**src/rtl/regfile_pkg.sv**
```systemverilog
`default_nettype none
// ---------------------------------------------------------------------------
// regfile_pkg : shared widths and write-entry type for the regfile write side
// Revision    : 1.0
// ---------------------------------------------------------------------------
package regfile_pkg;

  localparam int DATA_W   = 32;
  localparam int ADDR_W   = 5;
  localparam int NUM_REGS = 32;
  localparam logic [ADDR_W-1:0] ZERO_REG = '0;

  typedef struct packed {
    logic [ADDR_W-1:0] dst;
    logic [DATA_W-1:0] data;
  } wb_entry_t;

endpackage
`default_nettype wire

```
**src/rtl/wb_fifo.sv**
```systemverilog
`default_nettype none
// ---------------------------------------------------------------------------
// wb_fifo  : DEPTH-entry synchronous FIFO of pending mult/div write entries
// Revision : 1.0
// ---------------------------------------------------------------------------
module wb_fifo
  import regfile_pkg::*;
#(
  parameter int DEPTH = 2
) (
  input  logic                       clk,
  input  logic                       rst_n,
  input  logic                       push,
  input  wb_entry_t                  push_entry,
  input  logic                       pop,
  output wb_entry_t                  head,
  output logic [$clog2(DEPTH+1)-1:0] count
);

  localparam int PTR_W = $clog2(DEPTH);
  localparam int CNT_W = $clog2(DEPTH+1);

  wb_entry_t        mem [DEPTH];
  logic [PTR_W-1:0] wr_ptr;
  logic [PTR_W-1:0] rd_ptr;
  logic             do_push;
  logic             do_pop;

  assign do_push = push && (count < CNT_W'(DEPTH));
  assign do_pop  = pop && (count != '0);
  assign head    = mem[rd_ptr];

  always_ff @(posedge clk or negedge rst_n) begin
    if (!rst_n) begin
      wr_ptr <= '0;
      rd_ptr <= '0;
      count  <= '0;
    end else begin
      if (do_push) wr_ptr <= wr_ptr + PTR_W'(1);
      if (do_pop)  rd_ptr <= rd_ptr + PTR_W'(1);
      count <= count + CNT_W'(do_push) - CNT_W'(do_pop);
    end
  end

  // Storage carries no reset; validity is tracked by the pointers alone.
  always_ff @(posedge clk) begin
    if (do_push) mem[wr_ptr] <= push_entry;
  end

endmodule
`default_nettype wire

```
**src/rtl/regfile_wb_arbiter.sv**
```systemverilog
`default_nettype none
// ---------------------------------------------------------------------------
// regfile_wb_arbiter : arbitrates pipeline and mult/div writes onto the regfile
// Revision           : 1.0
// ---------------------------------------------------------------------------
module regfile_wb_arbiter #(
  parameter int DATA_W       = regfile_pkg::DATA_W,
  parameter int ADDR_W       = regfile_pkg::ADDR_W,
  parameter int DEPTH        = 2,
  parameter int STARVE_LIMIT = 4
) (
  input  logic                 clock,
  input  logic                 ctrl_reset_n,
  input  logic                 wb_valid,
  input  logic [ADDR_W-1:0]    wb_reg,
  input  logic [DATA_W-1:0]    wb_data,
  output logic                 wb_stall,
  input  logic                 md_issue,
  input  logic [ADDR_W-1:0]    md_issue_reg,
  input  logic                 md_valid,
  input  logic [ADDR_W-1:0]    md_reg,
  input  logic [DATA_W-1:0]    md_data,
  output logic                 md_ready,
  input  logic [ADDR_W-1:0]    rd_regA,
  input  logic [ADDR_W-1:0]    rd_regB,
  output logic                 rd_stall,
  output logic [2**ADDR_W-1:0] pending,
  output logic                 ctrl_writeEnable,
  output logic [ADDR_W-1:0]    ctrl_writeReg,
  output logic [DATA_W-1:0]    data_writeReg
);

  import regfile_pkg::*;

  localparam int CNT_W = $clog2(DEPTH+1);
  localparam int AGE_W = $clog2(STARVE_LIMIT+1);

  logic [CNT_W-1:0]    count;
  wb_entry_t           head;
  wb_entry_t           push_entry;
  logic [AGE_W-1:0]    age;
  logic                fifo_nonempty;
  logic                force_md;
  logic                push;
  logic                pop;
  logic                sel_valid;
  logic [ADDR_W-1:0]   sel_reg;
  logic [DATA_W-1:0]   sel_data;
  logic [2**ADDR_W-1:0] pending_next;

  assign fifo_nonempty = (count != '0);
  assign md_ready      = ctrl_reset_n && (count < CNT_W'(DEPTH));
  assign push          = md_valid && md_ready;
  assign push_entry    = '{dst: md_reg, data: md_data};

  wb_fifo #(.DEPTH(DEPTH)) u_fifo (
    .clk        (clock),
    .rst_n      (ctrl_reset_n),
    .push       (push),
    .push_entry (push_entry),
    .pop        (pop),
    .head       (head),
    .count      (count)
  );

  // A starved head pre-empts the pipeline for one write.
  assign force_md = fifo_nonempty && (age >= AGE_W'(STARVE_LIMIT));
  assign wb_stall = force_md && wb_valid;

  always_comb begin
    sel_valid = 1'b0;
    sel_reg   = wb_reg;
    sel_data  = wb_data;
    pop       = 1'b0;
    if (wb_valid && !force_md) begin
      sel_valid = 1'b1;
    end else if (fifo_nonempty) begin
      sel_valid = 1'b1;
      pop       = 1'b1;
      sel_reg   = head.dst;
      sel_data  = head.data;
    end
  end

  always_ff @(posedge clock or negedge ctrl_reset_n) begin
    if (!ctrl_reset_n) begin
      age <= '0;
    end else if (pop || !fifo_nonempty) begin
      age <= '0;
    end else if (age < AGE_W'(STARVE_LIMIT)) begin
      age <= age + AGE_W'(1);
    end
  end

  // Issue is applied after the pop clear so a same-cycle re-issue keeps the bit.
  always_comb begin
    pending_next = pending;
    if (pop) pending_next[head.dst] = 1'b0;
    if (md_issue && (md_issue_reg != ZERO_REG)) pending_next[md_issue_reg] = 1'b1;
    pending_next[ZERO_REG] = 1'b0;
  end

  always_ff @(posedge clock or negedge ctrl_reset_n) begin
    if (!ctrl_reset_n) pending <= '0;
    else               pending <= pending_next;
  end

  assign rd_stall = pending[rd_regA] | pending[rd_regB];

  always_ff @(posedge clock or negedge ctrl_reset_n) begin
    if (!ctrl_reset_n) begin
      ctrl_writeEnable <= 1'b0;
      ctrl_writeReg    <= '0;
      data_writeReg    <= '0;
    end else begin
      ctrl_writeEnable <= sel_valid && (sel_reg != ZERO_REG);
      if (sel_valid) begin
        ctrl_writeReg <= sel_reg;
        data_writeReg <= sel_data;
      end
    end
  end

endmodule
`default_nettype wire
```
**config.mk**
```make
export PLATFORM = sky130hd
export DESIGN_NAME = regfile_wb_arbiter
export DESIGN_NICKNAME = d
export VERILOG_FILES = /design/src/rtl/regfile_pkg.sv /design/src/rtl/wb_fifo.sv /design/src/rtl/regfile_wb_arbiter.sv
export SDC_FILE = /design/constraint.sdc
export NUM_CORES = 1
export LEC_CHECK = 0
export BUFFER_PORTS_ARGS = -buffer_cell sky130_fd_sc_hd__buf_2
export CAP_MARGIN = 10
export CORE_ASPECT_RATIO = 1.75
export CORE_MARGIN = 3
export CORE_UTILIZATION = 48
export CTS_CLUSTER_DIAMETER = 30
export DETAILED_ROUTE_END_ITERATION = 10
export PLACE_DENSITY = 0.76
export SETUP_SLACK_MARGIN = 0.1
export SLEW_MARGIN = 25
export SYNTH_ARGS = -nofsm -noshare
export SYNTH_HDL_FRONTEND = slang
export SYNTH_SLANG_ARGS = --single-unit
```
**constraint.sdc**
```tcl
create_clock -name clock -period 2.7 [get_ports clock]
set_clock_uncertainty 0.2 [all_clocks]
set_input_delay 0.135 -clock clock [delete_from_list [all_inputs] [get_ports clock]]
set_output_delay 0.135 -clock clock [all_outputs]
set_load 0.05 [all_outputs]
```
### Yosys cells after proc, flatten, opt, wreduce, memory -nomap -nowiden

Memory sizes are Yosys's and may differ from the RTL's.
Cells that the tools add are included.

* register bits: 76
* memories kept: 1
* RAM bits: 74
* input bits: 94
* output and inout bits: 73

Memories
* u_fifo.mem: words 2, bits a word 37, rd ports 1, clocked after Yosys merged registers in 0, wr ports 1, RTL line wb_fifo.sv:23 `wb_entry_t mem [DEPTH];`

* $add $sub $neg: 5
* bitwise gates (word level): 4
* $lt $le $gt $ge: 9
* reductions and logical operators: 18
* muxes and demuxes: 21

Operators by type and width (number)
* two-way mux 32 bit: 4
* bitwise AND 32 bit: 1
* inverter 32 bit: 1
* OR 32 bit: 1
* < comparator 5 x 6 -> 1 bit (second input constant): 4
* logical AND 1 bit: 11
* binary-select mux 1 bit (select 5 bit): 2
* demux 1 bit (select 5 bit): 2
* greater-or-equal comparator 5 x 1 -> 1 bit (second input constant): 2
* two-way mux 5 bit: 2
* nonzero test 5 bit: 2
* two-way mux 1 bit: 9
* two-way mux 3 bit: 2
* nonzero test 2 bit: 2
* adder 3 x 1 -> 3 bit (second input constant): 1
* greater-or-equal comparator 3 bit (second input constant): 1
* < comparator 3 bit (second input constant): 1
* adder 1 bit (second input constant): 2
* adder 2 x 1 -> 2 bit: 1
* zero test 1 bit: 2
* < comparator 2 bit (second input constant): 1
* subtractor 2 x 1 -> 2 bit: 1
* logical OR 1 bit: 1
* OR 1 bit: 1

### Depth between registers and ports, before layout

An unclocked memory read counts as a cell.

* depth after elaboration: 10
* depth in mapped cells: 8
* mapped depth without buffers: 7

### Cells and area by module

A second synthesis with hierarchy kept.

* cells, all modules: 513
* area total of the unflattened synthesis: 6787.8 um^2

Modules (own cells, without submodules)
* regfile_wb_arbiter: times used 1, area an instance 3836.2 um^2, cells each 378, seq. area each 1801.7 um^2
* wb_fifo: times used 1, area an instance 2951.6 um^2, cells each 135, seq. area each 2322.2 um^2

### Least setup slack after synthesis

Ideal clock, no wire load.

* path type: reg2reg
* start: register u_fifo.count[1]
* end: memory u_fifo.mem[0][0] (netlist bit) (enable)
* data arrival time: 3.000 ns
* path slack: -0.932 ns
* period minus slack after synthesis: 3.632 ns
* cell stages (with the launch flop): 4
* data required time: 2.069 ns
* cells stage by stage: dfrtp_1 > nor2b_1 > nand2_1 > nor2_1

* longest elaborated chain between the ends: 6

RTL lines
* start, declared: RTL line wb_fifo.sv:17 `output logic [$clog2(DEPTH+1)-1:0] count`
* start signal, assigned: RTL line wb_fifo.sv:41 `count <= count + CNT_W'(do_push) - CNT_W'(do_pop);`
* < comparator 2 bit: RTL line regfile_wb_arbiter.sv:52 `assign md_ready = ctrl_reset_n && (count < CNT_W'(DEPTH));`
* logical AND 1 bit: RTL line regfile_wb_arbiter.sv:52
* via md_ready: RTL line regfile_wb_arbiter.sv:23 `output logic md_ready,`
* logical AND 1 bit: RTL line regfile_wb_arbiter.sv:53 `assign push = md_valid && md_ready;`
* logical AND 1 bit: RTL line wb_fifo.sv:29 `assign do_push = push && (count < CNT_W'(DEPTH));`
* two-way mux 1 bit: RTL line wb_fifo.sv:47 `if (do_push) mem[wr_ptr] <= push_entry;`
* two-way mux 1 bit (implied by the code): RTL line wb_fifo.sv:47
* end, declared: RTL line wb_fifo.sv:23

The timed path passes the listed nets, and every way through them passes these cells.

### Worst setup path in the final report

* start: register pending[27]
* end: output rd_stall

* longest elaborated chain between the ends: 3
* elaborated cells on any way between the ends: 5
* classes of those cells: mux (4); bitwise (1)

RTL lines
* start, declared: RTL line regfile_wb_arbiter.sv:27 `output logic [2**ADDR_W-1:0] pending,`
* start signal, assigned: RTL line regfile_wb_arbiter.sv:105 `else pending <= pending_next;`
* binary-select mux 1 bit (select 5 bit): RTL line regfile_wb_arbiter.sv:108 `assign rd_stall = pending[rd_regA] | pending[rd_regB];`
* two-way mux 1 bit (implied by the code): RTL line regfile_wb_arbiter.sv:108
* OR 1 bit *: RTL line regfile_wb_arbiter.sv:108
* end, declared: RTL line regfile_wb_arbiter.sv:26 `output logic rd_stall,`

Mark *: on every way between the ends. The rest lies on a longest branch, timed or not. The select of a mux whose other input is x is not followed.

==> flow_summary.yaml <==
timing:
  slew_viol_final: 0
  slew_headroom: 0.657
  tns_ns: 0
  worstMarginPinSlew_ns: 0.501
  finalSetupViolCount: 0
  finalHoldViolCount: 0
  fin_crit_sh: 0.946
  fin_crit_ns: 2.55
  grt_setup_unrepaired: "false"
  max_freq_mhz: 392
global_routing:
  grt_pass1_wl_um: 29000
  grtUsageMet2: 0.449
  grt.busiest_layer: "met2"
  grt_max_degree: 77
  track_usage: 0.252
  antenna_found_initial: 0
  use_met1: 0.255
  grt_pass1_vias: 5730
  gr-total-overflow: 0
  grt.met3_usage: 0.0661
setup_path:
  timing.rr.start: "u_fifo.rd_ptr"
  r2r_setup_slack_ns: 0.30
  cp.required_ns: 2.37
  crit_fanout: 4
  path_class: "flip-flop to primary output"
  worst_r2r_path_depth: 6
  max_stage_delay_ns: 0.52
  crit_buf_inv: 1
  worstSetupStartpointType: "flip-flop"
  r2r-end: "data_writeReg[13]"
  cp.arrival_ns: 2.22
  crit_start: "pending[27]"
  crit_slowest_cell: "mux4_1"
  path_cells: "mux4_1, mux2_2, a31oi_1, o2111ai_1, buf_2"
  crit_path_end_kind: "primary output"
  cp_top_family: "multiplexers"
place:
  place_congestion: 0.940
  dp_cells: 851
  place_area_mm2: 0.00756
  hpwlAfterDp_um: 12200
  io_buffers: 165
yosys:
  ys_async_sr_fraction: 0.507
  yosysMostFrequentCell: "o21ai_0"
  synth_top_cell_area_share: 0.338
  yosysTopAreaCell: "edfxtp_1"
  yosysUniqueCellTypes: 45
  yosysWarnings: 0
  syn_avg_cell_area_um2: 12.4
  synth.area.top_cells: "edfxtp_1 34%, dfrtp_1 29%, o21ai_0 9.4%"
  synth_flop_cell: "dfrtp_1"
  ys_seq_area_frac: 0.627
  synth-edff-count: 74
  ys_ff_latch: 150
  synthCells: 532
  synth_area_mm2: 0.00658
  yosys-top-cells-count: "124 x o21ai_0, 76 x dfrtp_1, 74 x edfxtp_1"
  synth.net_count: 629
clock_network:
  h-tree-depth: 4
  cts_buffers: 17
  tritoncts: "yes"
  clock_latency_ns: 0.42
  root_buffer: "clkbuf_16"
  clkTransAtPathRegs_ns: 0.06
  cts.sinks: 150
  clockBufferDepth: 2
  post_cts_buffers: 0
die:
  coreArea_mm2: 0.0134
  die_y_um: 161
  num_rows: 56
  die-area_mm2: 0.0152
  num_io_pins: 167
  die_x_um: 94.5
  start_util: 0.491
layout:
  insertedDiodeCount: 0
  fin_cells: 975
  area_delta_synth_final_pct: 38.8
  final_layout_size_suffix_gt1_frac: 0.291
  nNetsFinal: 885
  num-fill-cells: 933
  design_area_mm2: 0.00912
drt:
  dr.pass1.iters: 5
  routed_wl_um: 18600
  drtIter0Drc: 362
  vias: 5447
  via_per_inst: 5.59
  drc_errors: 0
  wl_per_cell_um: 19.1
  ant_nets: 0
worst_hold_path:
  min_from: "md_issue_reg[0]"
  min_to: "pending[19]"
  hp-class: "primary input to flip-flop"
  holdPathStages: 3
power_and_ir_drop:
  powerDensity_mw_per_mm2: 1160
  power_mw: 10.6
  ir_drop_mv: 0.613
  leakagePower_nw: 3.80
job:
  drv_cap: 0
outcome:
  status: "finished clean"
flip-flops by register name, summed over array words and instances, names as in the netlist:
signal / count
ctrl_writeReg: 5
u_fifo.mem: 74
ctrl_writeEnable: 1
u_fifo.wr_ptr: 1
age: 3
pending: 31
u_fifo.count: 2
data_writeReg: 32
u_fifo.rd_ptr: 1
stage by stage:
stage	setup WS (ns)	util	hold slack [ns]
6_report	0.146	0.682	0.0726
5_1_grt	0.100	0.682	0.0569
4_1_cts	0.119	0.678	0.0521
3_5_place_dp	0.457	0.565	0.127
3_3_place_gp	0.557	0.565	0.125
2_1_floorplan	0.304	-	-0.361
layer usage:
metal	routed length, µm	vias to the layer above
li1	-	2475
met1	6340	2628
met2	10200	268
met3	1040	76
met4	988	0
met5	0	-
layout make-up:
type,count,area [µm²],area share
sequential,150,4130,0.452
multi-input combinational,348,2310,0.253
timing repair buffer,265,1850,0.202
clock buffer,18,429,0.0470
tap,174,218,0.0239
clock inverter,14,175,0.0192
inverter,6,22.5,0.00247
cell usage in the layout, fill, tap and decap left out, drive strengths merged, types with 12 or more instances in the layout:
cell type    count
nor2            24
mux2i           39
nand2           64
o21ai          124
dfrtp           76
buf            174
edfxtp          74
nand3           12
mux4            14
a21oi           14
dlygate4sd3     91
clkbuf          18
worst max-delay path by stage:
stage          slack (ns)  cells past startpoint                 to
3_5_place_dp         0.46                      7    u_fifo.count[1]
6_report             0.15                      5           rd_stall
2_1_floorplan        0.30                      4           rd_stall
3_3_place_gp         0.56                      7    u_fifo.count[1]
5_1_grt              0.10                      5           rd_stall
4_1_cts              0.12                      6  data_writeReg[13]
logic make-up (layout without fill, tap and decap cells):
logic type | count (synthesis) | after routing | share of synthesized area
AO/OA/AOI/OAI | 158 | 158 | 0.131
other | 1 | 1 | 0.000570
flip-flops | 150 | 150 | 0.627
buffers and inverters | 34 | 303 | 0.0282
adder cells (fa/ha/maj) | 3 | 3 | 0.00571
multiplexers | 59 | 59 | 0.120
AND/OR/NAND/NOR | 123 | 123 | 0.0822
XOR/XNOR | 4 | 4 | 0.00533
tightest hold or removal path: stages:
cell and delay [ns]:
buf_2 0.12, nand2_1 0.24, o21ai_0 0.14
repair_timing:
action | in CTS | in global routing
endpoints found under the setup margin | 0 | 9
hold buffers | 91 | 0
hold endpoints to repair | 221 | 0
gates resized for setup | 0 | 6
report_power, final:
| group | leakage, nW | switching (mW) | internal [mW] |
|---|---|---|---|
| sequential | 1.57 | 0.510 | 3.07 |
| clock | 0.289 | 0.931 | 1.46 |
| combinational | 1.93 | 3.25 | 1.35 |
| total | 3.80 | 4.69 | 5.88 |
No activity file was read; power rests on OpenSTA's default activity.
